--- src/rtl/product_bcd_converter_pkg.sv ---
// Shared constants and types for the signed-product to sign-magnitude BCD converter.
package product_bcd_converter_pkg;

  localparam int unsigned DW   = 16;
  localparam int unsigned NDIG = 10;

  typedef enum logic [1:0] {
    IDLE,
    ABS,
    SHIFT,
    DONE
  } bcd_state_e;

  // Counter must hold the value 2*dw.
  function automatic int unsigned cnt_width(input int unsigned dw);
    return $clog2(2 * dw + 1);
  endfunction

  localparam int unsigned CNTW = cnt_width(DW);

endpackage

--- src/rtl/product_bcd_converter_if.sv ---
// Multiplier-to-converter link: product handoff plus the converted result and status.
interface product_bcd_converter_if #(
  parameter int unsigned DW   = product_bcd_converter_pkg::DW,
  parameter int unsigned NDIG = product_bcd_converter_pkg::NDIG
);
  logic                  ready;
  logic [2*DW-1:0]       product;
  logic [4*NDIG-1:0]     bcd;
  logic                  sign;
  logic                  valid;
  logic                  done;
  logic                  busy;
  logic                  overrun;

  modport master (
    output ready, product,
    input  bcd, sign, valid, done, busy, overrun
  );

  modport slave (
    input  ready, product,
    output bcd, sign, valid, done, busy, overrun
  );
endinterface

--- src/rtl/product_bcd_converter_digit_adj.sv ---
// Double-dabble digit correction: add 3 to a BCD digit of 5 or more before the shift.
module bcd_digit_adj (
  input  logic [3:0] d,
  output logic [3:0] q
);
  assign q = (d >= 4'd5) ? d + 4'd3 : d;
endmodule

--- src/rtl/product_bcd_converter.sv ---
// Captures a signed product on each ready rise and converts it to sign-magnitude BCD,
// one bit per cycle, holding the last result for downstream readout.
module product_bcd_converter #(
  parameter int unsigned DW   = product_bcd_converter_pkg::DW,
  parameter int unsigned NDIG = product_bcd_converter_pkg::NDIG
) (
  input  logic                    clk,
  input  logic                    rst,
  product_bcd_converter_if.slave  bus
);
  import product_bcd_converter_pkg::*;

  localparam int unsigned PW = 2 * DW;
  localparam int unsigned BW = 4 * NDIG;
  localparam int unsigned CW = cnt_width(DW);

  bcd_state_e        state;
  logic              ready_q;
  logic [PW-1:0]     hold;
  logic [PW-1:0]     mag;
  logic              sign_w;
  logic [BW-1:0]     work;
  logic [BW-1:0]     adj;
  logic [CW-1:0]     cnt;
  logic [BW-1:0]     bcd_r;
  logic              sign_r;
  logic              valid_r;
  logic              done_r;
  logic              busy_r;
  logic              overrun_r;
  logic              rise;

  assign rise = bus.ready & ~ready_q;

  for (genvar g = 0; g < NDIG; g++) begin : g_adj
    bcd_digit_adj u_adj (
      .d (work[4*g +: 4]),
      .q (adj[4*g +: 4])
    );
  end

  always_ff @(posedge clk) begin
    if (rst) begin
      state     <= IDLE;
      ready_q   <= 1'b0;
      hold      <= '0;
      mag       <= '0;
      sign_w    <= 1'b0;
      work      <= '0;
      cnt       <= '0;
      bcd_r     <= '0;
      sign_r    <= 1'b0;
      valid_r   <= 1'b0;
      done_r    <= 1'b0;
      busy_r    <= 1'b0;
      overrun_r <= 1'b0;
    end else begin
      ready_q <= bus.ready;
      done_r  <= 1'b0;
      case (state)
        IDLE: begin
          if (rise) begin
            hold   <= bus.product;
            busy_r <= 1'b1;
            state  <= ABS;
          end
        end
        ABS: begin
          // Two's-complement negate in PW bits maps the most negative value onto itself,
          // which read as unsigned is exactly its magnitude.
          sign_w <= hold[PW-1];
          mag    <= hold[PW-1] ? -hold : hold;
          work   <= '0;
          cnt    <= '0;
          state  <= SHIFT;
          if (rise) overrun_r <= 1'b1;
        end
        SHIFT: begin
          {work, mag} <= {adj, mag} << 1;
          cnt         <= cnt + CW'(1);
          if (cnt == CW'(PW - 1)) state <= DONE;
          if (rise) overrun_r <= 1'b1;
        end
        DONE: begin
          bcd_r   <= work;
          sign_r  <= sign_w;
          done_r  <= 1'b1;
          valid_r <= 1'b1;
          // A rise landing here starts the next conversion back-to-back.
          if (rise) begin
            hold  <= bus.product;
            state <= ABS;
          end else begin
            busy_r <= 1'b0;
            state  <= IDLE;
          end
        end
        default: begin
          busy_r <= 1'b0;
          state  <= IDLE;
        end
      endcase
    end
  end

  assign bus.bcd     = bcd_r;
  assign bus.sign    = sign_r;
  assign bus.valid   = valid_r;
  assign bus.done    = done_r;
  assign bus.busy    = busy_r;
  assign bus.overrun = overrun_r;

endmodule

--- src/flat_wrapper.sv ---
// flat-port wrapper written by rule: the top's interface ports become plain ports
module product_bcd_converter_flat import product_bcd_converter_pkg::*;
#(
  parameter int unsigned DW   = product_bcd_converter_pkg::DW,
  parameter int unsigned NDIG = product_bcd_converter_pkg::NDIG
)
  (clk, rst, bus_ready, bus_product, bus_bcd, bus_sign, bus_valid, bus_done, bus_busy, bus_overrun);
  product_bcd_converter_if #(.DW(DW), .NDIG(NDIG)) bus_i ();
  input  logic clk;
  input  logic rst;
  input wire logic [$bits(bus_i.ready)-1:0] bus_ready;
  input wire logic [$bits(bus_i.product)-1:0] bus_product;
  output wire logic [$bits(bus_i.bcd)-1:0] bus_bcd;
  output wire logic [$bits(bus_i.sign)-1:0] bus_sign;
  output wire logic [$bits(bus_i.valid)-1:0] bus_valid;
  output wire logic [$bits(bus_i.done)-1:0] bus_done;
  output wire logic [$bits(bus_i.busy)-1:0] bus_busy;
  output wire logic [$bits(bus_i.overrun)-1:0] bus_overrun;
  assign bus_i.ready = bus_ready;
  assign bus_i.product = bus_product;
  assign bus_bcd = bus_i.bcd;
  assign bus_sign = bus_i.sign;
  assign bus_valid = bus_i.valid;
  assign bus_done = bus_i.done;
  assign bus_busy = bus_i.busy;
  assign bus_overrun = bus_i.overrun;
  product_bcd_converter #(.DW(DW), .NDIG(NDIG)) u_core (.clk(clk), .rst(rst), .bus(bus_i));
endmodule
--- config.mk ---
export PLATFORM = sky130hd
export DESIGN_NAME = product_bcd_converter_flat
export DESIGN_NICKNAME = d
export VERILOG_FILES = /design/src/rtl/product_bcd_converter_pkg.sv /design/src/rtl/product_bcd_converter_if.sv /design/src/rtl/product_bcd_converter_digit_adj.sv /design/src/rtl/product_bcd_converter.sv /design/src/flat_wrapper.sv
export SDC_FILE = /design/constraint.sdc
export NUM_CORES = 1
export LEC_CHECK = 0
export ABC_AREA = 1
export ABC_CLOCK_PERIOD_IN_PS = 1800
export CAP_MARGIN = 0
export CORE_UTILIZATION = 58
export DETAILED_ROUTE_END_ITERATION = 8
export PLACE_DENSITY = 0.91
export SYNTH_ARGS = -nofsm -noshare
export SYNTH_HDL_FRONTEND = slang
export SYNTH_HIERARCHICAL = 1
export SYNTH_SLANG_ARGS = --single-unit
--- constraint.sdc ---
create_clock -name clk -period 1.8 [get_ports clk]
set_input_delay 0.54 -clock clk [delete_from_list [all_inputs] [get_ports clk]]
set_output_delay 0.54 -clock clk [all_outputs]
set_load 0.02 [all_outputs]
==> results of run 1 <==
## final cells by class
class	count	area, um^2
fillers	1048	3970
repair buffers	105	1080
well taps	180	225
flip-flops and latches	159	3180
clock inverters	11	165
clock buffers	20	447
multi-input cells	837	4300
inverters	137	517
## power by group
| group | total, mW | switching (mW) | leakage [nW] | internal [mW] |
|---|---|---|---|---|
| Combinational | 5.86 | 3.74 | 2.57 | 2.12 |
| Clock | 3.77 | 1.43 | 0.288 | 2.34 |
| Sequential | 4.53 | 0.368 | 1.29 | 4.16 |
| Total | 14.2 | 5.53 | 4.15 | 8.62 |
## timing repair
item / 4_1_cts / 5_1_grt
setup endpoints to repair: 46 / 50
gates cloned: 1 / 2
gates resized for setup: 45 / 12
## routing by layer
metal | GRT usage (%) | vias to the layer above | wire (um)
met2 | 48.9 | 332 | 10200
met4 | 16.0 | 0 | 901
met5 | 0 | - | 0
met3 | 5.22 | 77 | 1110
li1 | - | 3996 | -
met1 | 34.1 | 3700 | 8550
## worst min-delay path: cells and delay by family (launching register included)
kind	cells	cell delay [ns]
and+or+nand+nor	2	0.11
DFF	1	0.32
## stage by stage
stage / setup slack (ns) / hold slack (ns)
finish: 0.0507 / 0.466
global placement: 0.0435 / 0.450
global route: -0.0139 / 0.488
detailed placement: -0.0374 / 0.465
floorplan: 0.229 / 0.439
CTS: 0.0384 / 0.472
## cell usage in the layout (no fill, tap or decap), types with 2 or more instances in the layout
| master | n |
|---|---|
| o21ai_1 | 5 |
| a31oi_1 | 10 |
| clkinv_2 | 3 |
| nand2_2 | 21 |
| clkbuf_16 | 19 |
| a21oi_1 | 101 |
| inv_1 | 123 |
| inv_2 | 12 |
| dfxtp_1 | 159 |
| nor3_1 | 4 |
| buf_4 | 15 |
| o21ai_0 | 104 |
| nand2_1 | 195 |
| nand3_1 | 100 |
| nor2_2 | 6 |
| nor2_4 | 25 |
| dlygate4sd2_1 | 45 |
| buf_12 | 7 |
| o211ai_1 | 3 |
| nor2_1 | 178 |
| o21ai_2 | 10 |
| ha_1 | 26 |
| bufinv_16 | 4 |
| clkdlybuf4s50_1 | 33 |
| clkbuf_1 | 2 |
| clkinvlp_4 | 4 |
| o22ai_1 | 29 |
| a21oi_2 | 11 |
## sequential cells by signal, summed over array words and instances, names as in the netlist
signal and count:
u_core/cnt 6, u_core/hold 32, u_core/bus.done 1, u_core/bus.valid 1
u_core/work 40, u_core/mag 32, u_core/bus.bcd 40, u_core/bus.busy 1
u_core/state 2, u_core/bus.sign 1, u_core/bus.overrun 1, u_core/sign_w 1
u_core/ready_q 1
## worst min-delay path by stage
| stage | start | end | slack (ns) | depth (start not counted) |
|---|---|---|---|---|
| detailed placement | u_core/mag[0]$_SDFFE_PP0P_ | u_core/mag[0]$_SDFFE_PP0P_ | 0.46 | 2 |
| finish | u_core/bus.valid$_SDFFE_PP0P_ | u_core/bus.valid$_SDFFE_PP0P_ | 0.47 | 2 |
| CTS | u_core/bus.valid$_SDFFE_PP0P_ | u_core/bus.valid$_SDFFE_PP0P_ | 0.47 | 2 |
| global placement | u_core/bus.valid$_SDFFE_PP0P_ | u_core/bus.valid$_SDFFE_PP0P_ | 0.45 | 2 |
| global route | u_core/bus.overrun$_SDFFE_PP0P_ | u_core/bus.overrun$_SDFFE_PP0P_ | 0.49 | 1 |
| floorplan | u_core/hold[0]$_SDFFE_PP0P_ | u_core/mag[0]$_SDFFE_PP0P_ | 0.44 | 2 |
==> key figures, run 1 <==
Run status
  • Status: finished clean

Setup path
  • R2r worst-path depth: 8
  • Worst Setup Start Kind: flop
  • WP data arrival: 2.09 ns
  • Critical path depth in cells: 8
  • Crit. Startpoint: u_core/state[1]$_SDFFE_PP0P_
  • Worst-path maximum fanout: 32
  • CP Buf/Inv Count: 4
  • Element type at the critical path end: flop
  • CP max-delay cell: dfxtp_1
  • Worst setup path endpoint: u_core/hold[16]$_SDFFE_PP0P_
  • Setup CP Type: flop to flop
  • Critical path required time: 2.14 ns
  • Delay of the slowest cell on the worst path: 0.38 ns
  • Crit path cell chain: inv_1 -> ha_4 -> inv_4 -> buf_12 -> nand3_4 -> buf_12 -> o21ai_0 -> a21oi_1
  • Crit-path leading delay family: buffers and inverters
  • Reg-to-Reg End: u_core/hold[16]$_SDFFE_PP0P_
  • Reg-to-Reg Start: u_core/state[1]$_SDFFE_PP0P_
  • R2R Setup Slk: 0.05 ns
  • Most used cell, CP: buf_12

Placed design
  • GP Congestion: 0.963
  • Inst Count DP: 1415
  • Total placed instance area: 9240 um^2
  • I/O Buffers: 79
  • Dpl hpwl: 13000 um

Global routing
  • GRT Util Overall: 28.7%
  • Initial antenna violation count: 0
  • First-pass GRT wire length: 33900 um
  • Vias in the first global route: 7467
  • Largest net degree at the start of global routing: 78
  • Grt ovf: 0

Die
  • Initial Util: 59.4%
  • Die Height: 121 um
  • Die area: 14700 um^2
  • Placement row count: 43
  • Horiz. Die Dim: 121 um
  • I/O pin count: 80
  • Core area: 13900 um^2

Routing
  • Final ANT Viol Nets: 0
  • Drt wl/cell: 14.3 um
  • Via count: 8105
  • Total Routed Length: 20700 um
  • Routed via count divided by cell count: 5.59
  • Starting DRT DRC Count: 628
  • Residual DRC count: 0
  • DR pass1 iterations: 6

Clock tree
  • CTS sink count: 159
  • Clk Latency, worst-skew pair: 0.43 ns
  • Number of CTS-inserted buffers: 17
  • Clk pin slew, worst setup/hold paths: 0.06 ns
  • CTS root buf: clkbuf_16
  • H-tree depth: 4
  • Setup Fix Bufs, Post-CTS: 0
  • CTS tree: done
  • Hold-fix buffers, CTS: 0
  • Clock Tree Buf Depth: 2

Synthesis
  • Synthesized Nets: 1257
  • Avg Inst Size Synth: 6.90 um^2
  • Yosys synthesis warning count: 6
  • Mapped Cells: 1195
  • Post-Synthesis Cell Area: 8250 um^2

Power
  • Leak pwr: 4.15 nW
  • Tot Pwr: 14.2 mW
  • Pwr dens: 1430 nW/um^2
  • Worst vdd rail ir drop: 0.944 mV

Finish
  • Nets@finish: 1319
  • Final Cell Area: 9910 um^2
  • Finished Layout Cells: 1449
  • Post-layout util: 71.4%
  • Layout cells sized above 1: 11.5%
  • Layout area overhead: 20.1%
  • Antenna diodes: 0

STA
  • Final hold vios: 0
  • # setup viols final: 0
  • Final worst-path cycle share: 97.2%
  • Worst-Margin Slew: 0.429 ns
  • Final worst clock skew: 0.00739 ns
  • Relative slew slack: 71.1%
  • Fin Setup TNS: 0 ns
  • Min Clock Period, post-route: 1.75 ns
  • Slew Limit Fails: 0
  • FMAX: 572 MHz

Worst hold path
  • HP Class: flop to flop

Job
  • MaxCap Viol Count: 0
(Power assumes the default switching activity.)
==> run 2: changes to the inputs <==
--- a/config.mk
+++ b/config.mk
@@ -8,9 +8,9 @@
 export ABC_AREA = 1
 export ABC_CLOCK_PERIOD_IN_PS = 1800
 export CAP_MARGIN = 0
-export CORE_UTILIZATION = 58
+export CORE_UTILIZATION = 50
 export DETAILED_ROUTE_END_ITERATION = 8
-export PLACE_DENSITY = 0.91
+export PLACE_DENSITY = 0.81
 export SYNTH_ARGS = -nofsm -noshare
 export SYNTH_HDL_FRONTEND = slang
 export SYNTH_HIERARCHICAL = 1
==> run 2 against run 1 <==
Clock power shrank 9.5%. Worst setup slack better by 0.046 ns. Worst hold slack got worse by 0.00083 ns. Clock-buffer cell count decreased by 1. Core utilization shrank 9.7 points. Combinational power down 5.6%. Critical path type unchanged. Largest power group unchanged.
==> key figures, run 2 (synthesized netlist as in run 1, its figures left out) <==
Run status
  • Status: finished clean

Finish
  • Multi-input gate area: 4300 um^2 (about the same)
  • Antenna diodes: 0 (unchanged)
  • Nets@finish: 1317 (-0.15%)
  • Most frequent cells in the layout: 195 x nand2_1, 178 x nor2_1, 159 x dfxtp_1
  • Final Cell Area: 9860 um^2 (-0.45%)
  • # fillers: 1476 (+41%)
  • Layout area overhead: 19.6%
  • Layout cells sized above 1: 11.6% (+0.097 points)
  • Commonest non-fill, non-tap cell in the layout: nand2_1
  • Finished Layout Cells: 1483 (+2.3%)
  • Reg area: 3180 um^2 (unchanged)
  • Post-layout util: 61.7% (-9.7 points)

STA
  • Fin Setup TNS: 0 ns (unchanged)
  • FMAX: 587 MHz (+2.7%)
  • Final worst-path cycle share: 94.6% (-2.6 points)
  • Final hold vios: 0 (unchanged)
  • Hold WS: 0.465 ns (-0.000832 ns)
  • Final worst slack: 0.0968 ns (+0.0460 ns)
  • # setup viols final: 0 (unchanged)
  • Relative slew slack: 70.5% (-0.59 points)
  • Unrepaired setup endpoints after global routing: no
  • Min Clock Period, post-route: 1.70 ns (-0.0460 ns)
  • Worst-Margin Slew: 0.437 ns (+0.00878 ns)
  • Slew Limit Fails: 0 (unchanged)
  • Final worst clock skew: 0.00732 ns (-0.0000663 ns)

Routing
  • Starting DRT DRC Count: 598 (-4.8%)
  • Final ANT Viol Nets: 0 (unchanged)
  • Total Routed Length: 19100 um (-8.1%)
  • DR pass1 iterations: 5 (-1)
  • Residual DRC count: 0 (unchanged)
  • Via count: 7728 (-4.7%)
  • Drt wl/cell: 12.8 um (-10%)
  • Routed via count divided by cell count: 5.21 (-6.8%)

Global routing
  • Grt ovf: 0 (unchanged)
  • Initial antenna violation count: 0 (unchanged)
  • Vias in the first global route: 7017 (-6.0%)
  • Largest net degree at the start of global routing: 78 (unchanged)
  • First-pass GRT wire length: 32200 um (-5.1%)
  • GRT Util Overall: 23.6% (-5.2 points)

Clock tree
  • Clock Tree Buf Depth: 2 (unchanged)
  • CTS tree: done
  • Clk Latency, worst-skew pair: 0.42 ns (about the same)
  • CTS root buf: clkbuf_16
  • CTS sink count: 159 (unchanged)
  • Number of CTS-inserted buffers: 17 (unchanged)
  • Clk pin slew, worst setup/hold paths: 0.06 ns (about the same)
  • H-tree depth: 4 (unchanged)
  • Hold-fix buffers, CTS: 0 (unchanged)
  • Setup Fix Bufs, Post-CTS: 0 (unchanged)

Setup path
  • Element type at the critical path end: flop
  • Worst Setup Start Kind: flop
  • Setup CP Type: flop to flop
  • WP data arrival: 2.04 ns (-0.05 ns)
  • Worst-path maximum fanout: 43 (+34%)
  • Critical path required time: 2.13 ns (about the same)

Placed design
  • I/O Buffers: 79 (unchanged)
  • Inst Count DP: 1451 (+2.5%)
  • Dpl hpwl: 12900 um (-1.1%)
  • Total placed instance area: 9310 um^2 (+0.76%)
  • Setup WS pre-CTS: -0.00853 ns (+0.0289 ns)
  • GP Congestion: 0.881 (-8.5%)

Worst hold path
  • HP Class: flop to flop

Die
  • Die area: 17000 um^2 (+16%)
  • I/O pin count: 80 (unchanged)
  • Core area: 16000 um^2 (+15%)
  • Die Height: 130 um (+7.6%)
  • Horiz. Die Dim: 130 um (+7.6%)
  • Placement row count: 46 (+7.0%)
  • Initial Util: 51.6% (-7.9 points)

Power
  • Pwr dens: 1370 nW/um^2 (-4.3%)
  • Tot Pwr: 13.5 mW (-4.8%)
  • Worst vdd rail ir drop: 0.834 mV (-12%)
  • Leak pwr: 4.10 nW (-1.1%)

Job
  • MaxCap Viol Count: 0 (unchanged)
==> run 2: area by class of cell <==
type / instances / share of cell area [%]
multi-input cells: 837 / 43.6
flip-flops and latches: 159 / 32.3
repair buffers: 103 / 10.6
inverters: 137 / 5.21
clock buffers: 19 / 4.39
well taps: 216 / 2.74
clock inverters: 12 / 1.23
==> run 2: metal layers <==
| layer | share of wire (%) | vias to the layer above | GRT usage (%) | routed length (um) |
|---|---|---|---|---|
| met1 | 45 | 3528 | 29.0 | 8480 |
| met2 | 50 | 180 | 41.6 | 9480 |
| met4 | 1.8 | 0 | 8.32 | 348 |
| met3 | 3.9 | 25 | 3.87 | 747 |
| met5 | 0 | - | 0 | 0 |
| li1 | - | 3995 | - | - |
==> run 2: what timing repair did <==
| item | in CTS | in global routing |
|---|---|---|
| gates resized for setup | 45 | 8 |
| hold endpoints to repair | 0 | 0 |
| setup endpoints to repair | 45 | 48 |
| cloned | 0 | 1 |
==> run 2: report_power, final <==
| group | internal (mW) | switching, mW | leakage, nW |
|---|---|---|---|
| Sequential | 4.16 | 0.376 | 1.29 |
| Clock | 2.02 | 1.40 | 0.268 |
| Combinational | 1.95 | 3.58 | 2.54 |
==> run 2: path summary, 6_finish.rpt <==
check | startpoint | slack (ns) | endpoint | cells past startpoint
max | u_core/state[1]$_SDFFE_PP0P_ | 0.1 | u_core/cnt[4]$_SDFFE_PP0P_ | 7
min | u_core/bus.overrun$_SDFFE_PP0P_ | 0.46 | u_core/bus.overrun$_SDFFE_PP0P_ | 1
max reg2reg | u_core/state[1]$_SDFFE_PP0P_ | 0.1 | u_core/cnt[4]$_SDFFE_PP0P_ | 7
min reg2reg | u_core/bus.overrun$_SDFFE_PP0P_ | 0.46 | u_core/bus.overrun$_SDFFE_PP0P_ | 1
==> run 2: worst max-delay path, stage by stage (launching register included) <==
cell and delay, ns:
dfxtp_1 0.37, inv_1 0.09, ha_4 0.32, inv_2 0.10, buf_12 0.19, nor3_2 0.26
a21oi_1 0.09, a211oi_1 0.17
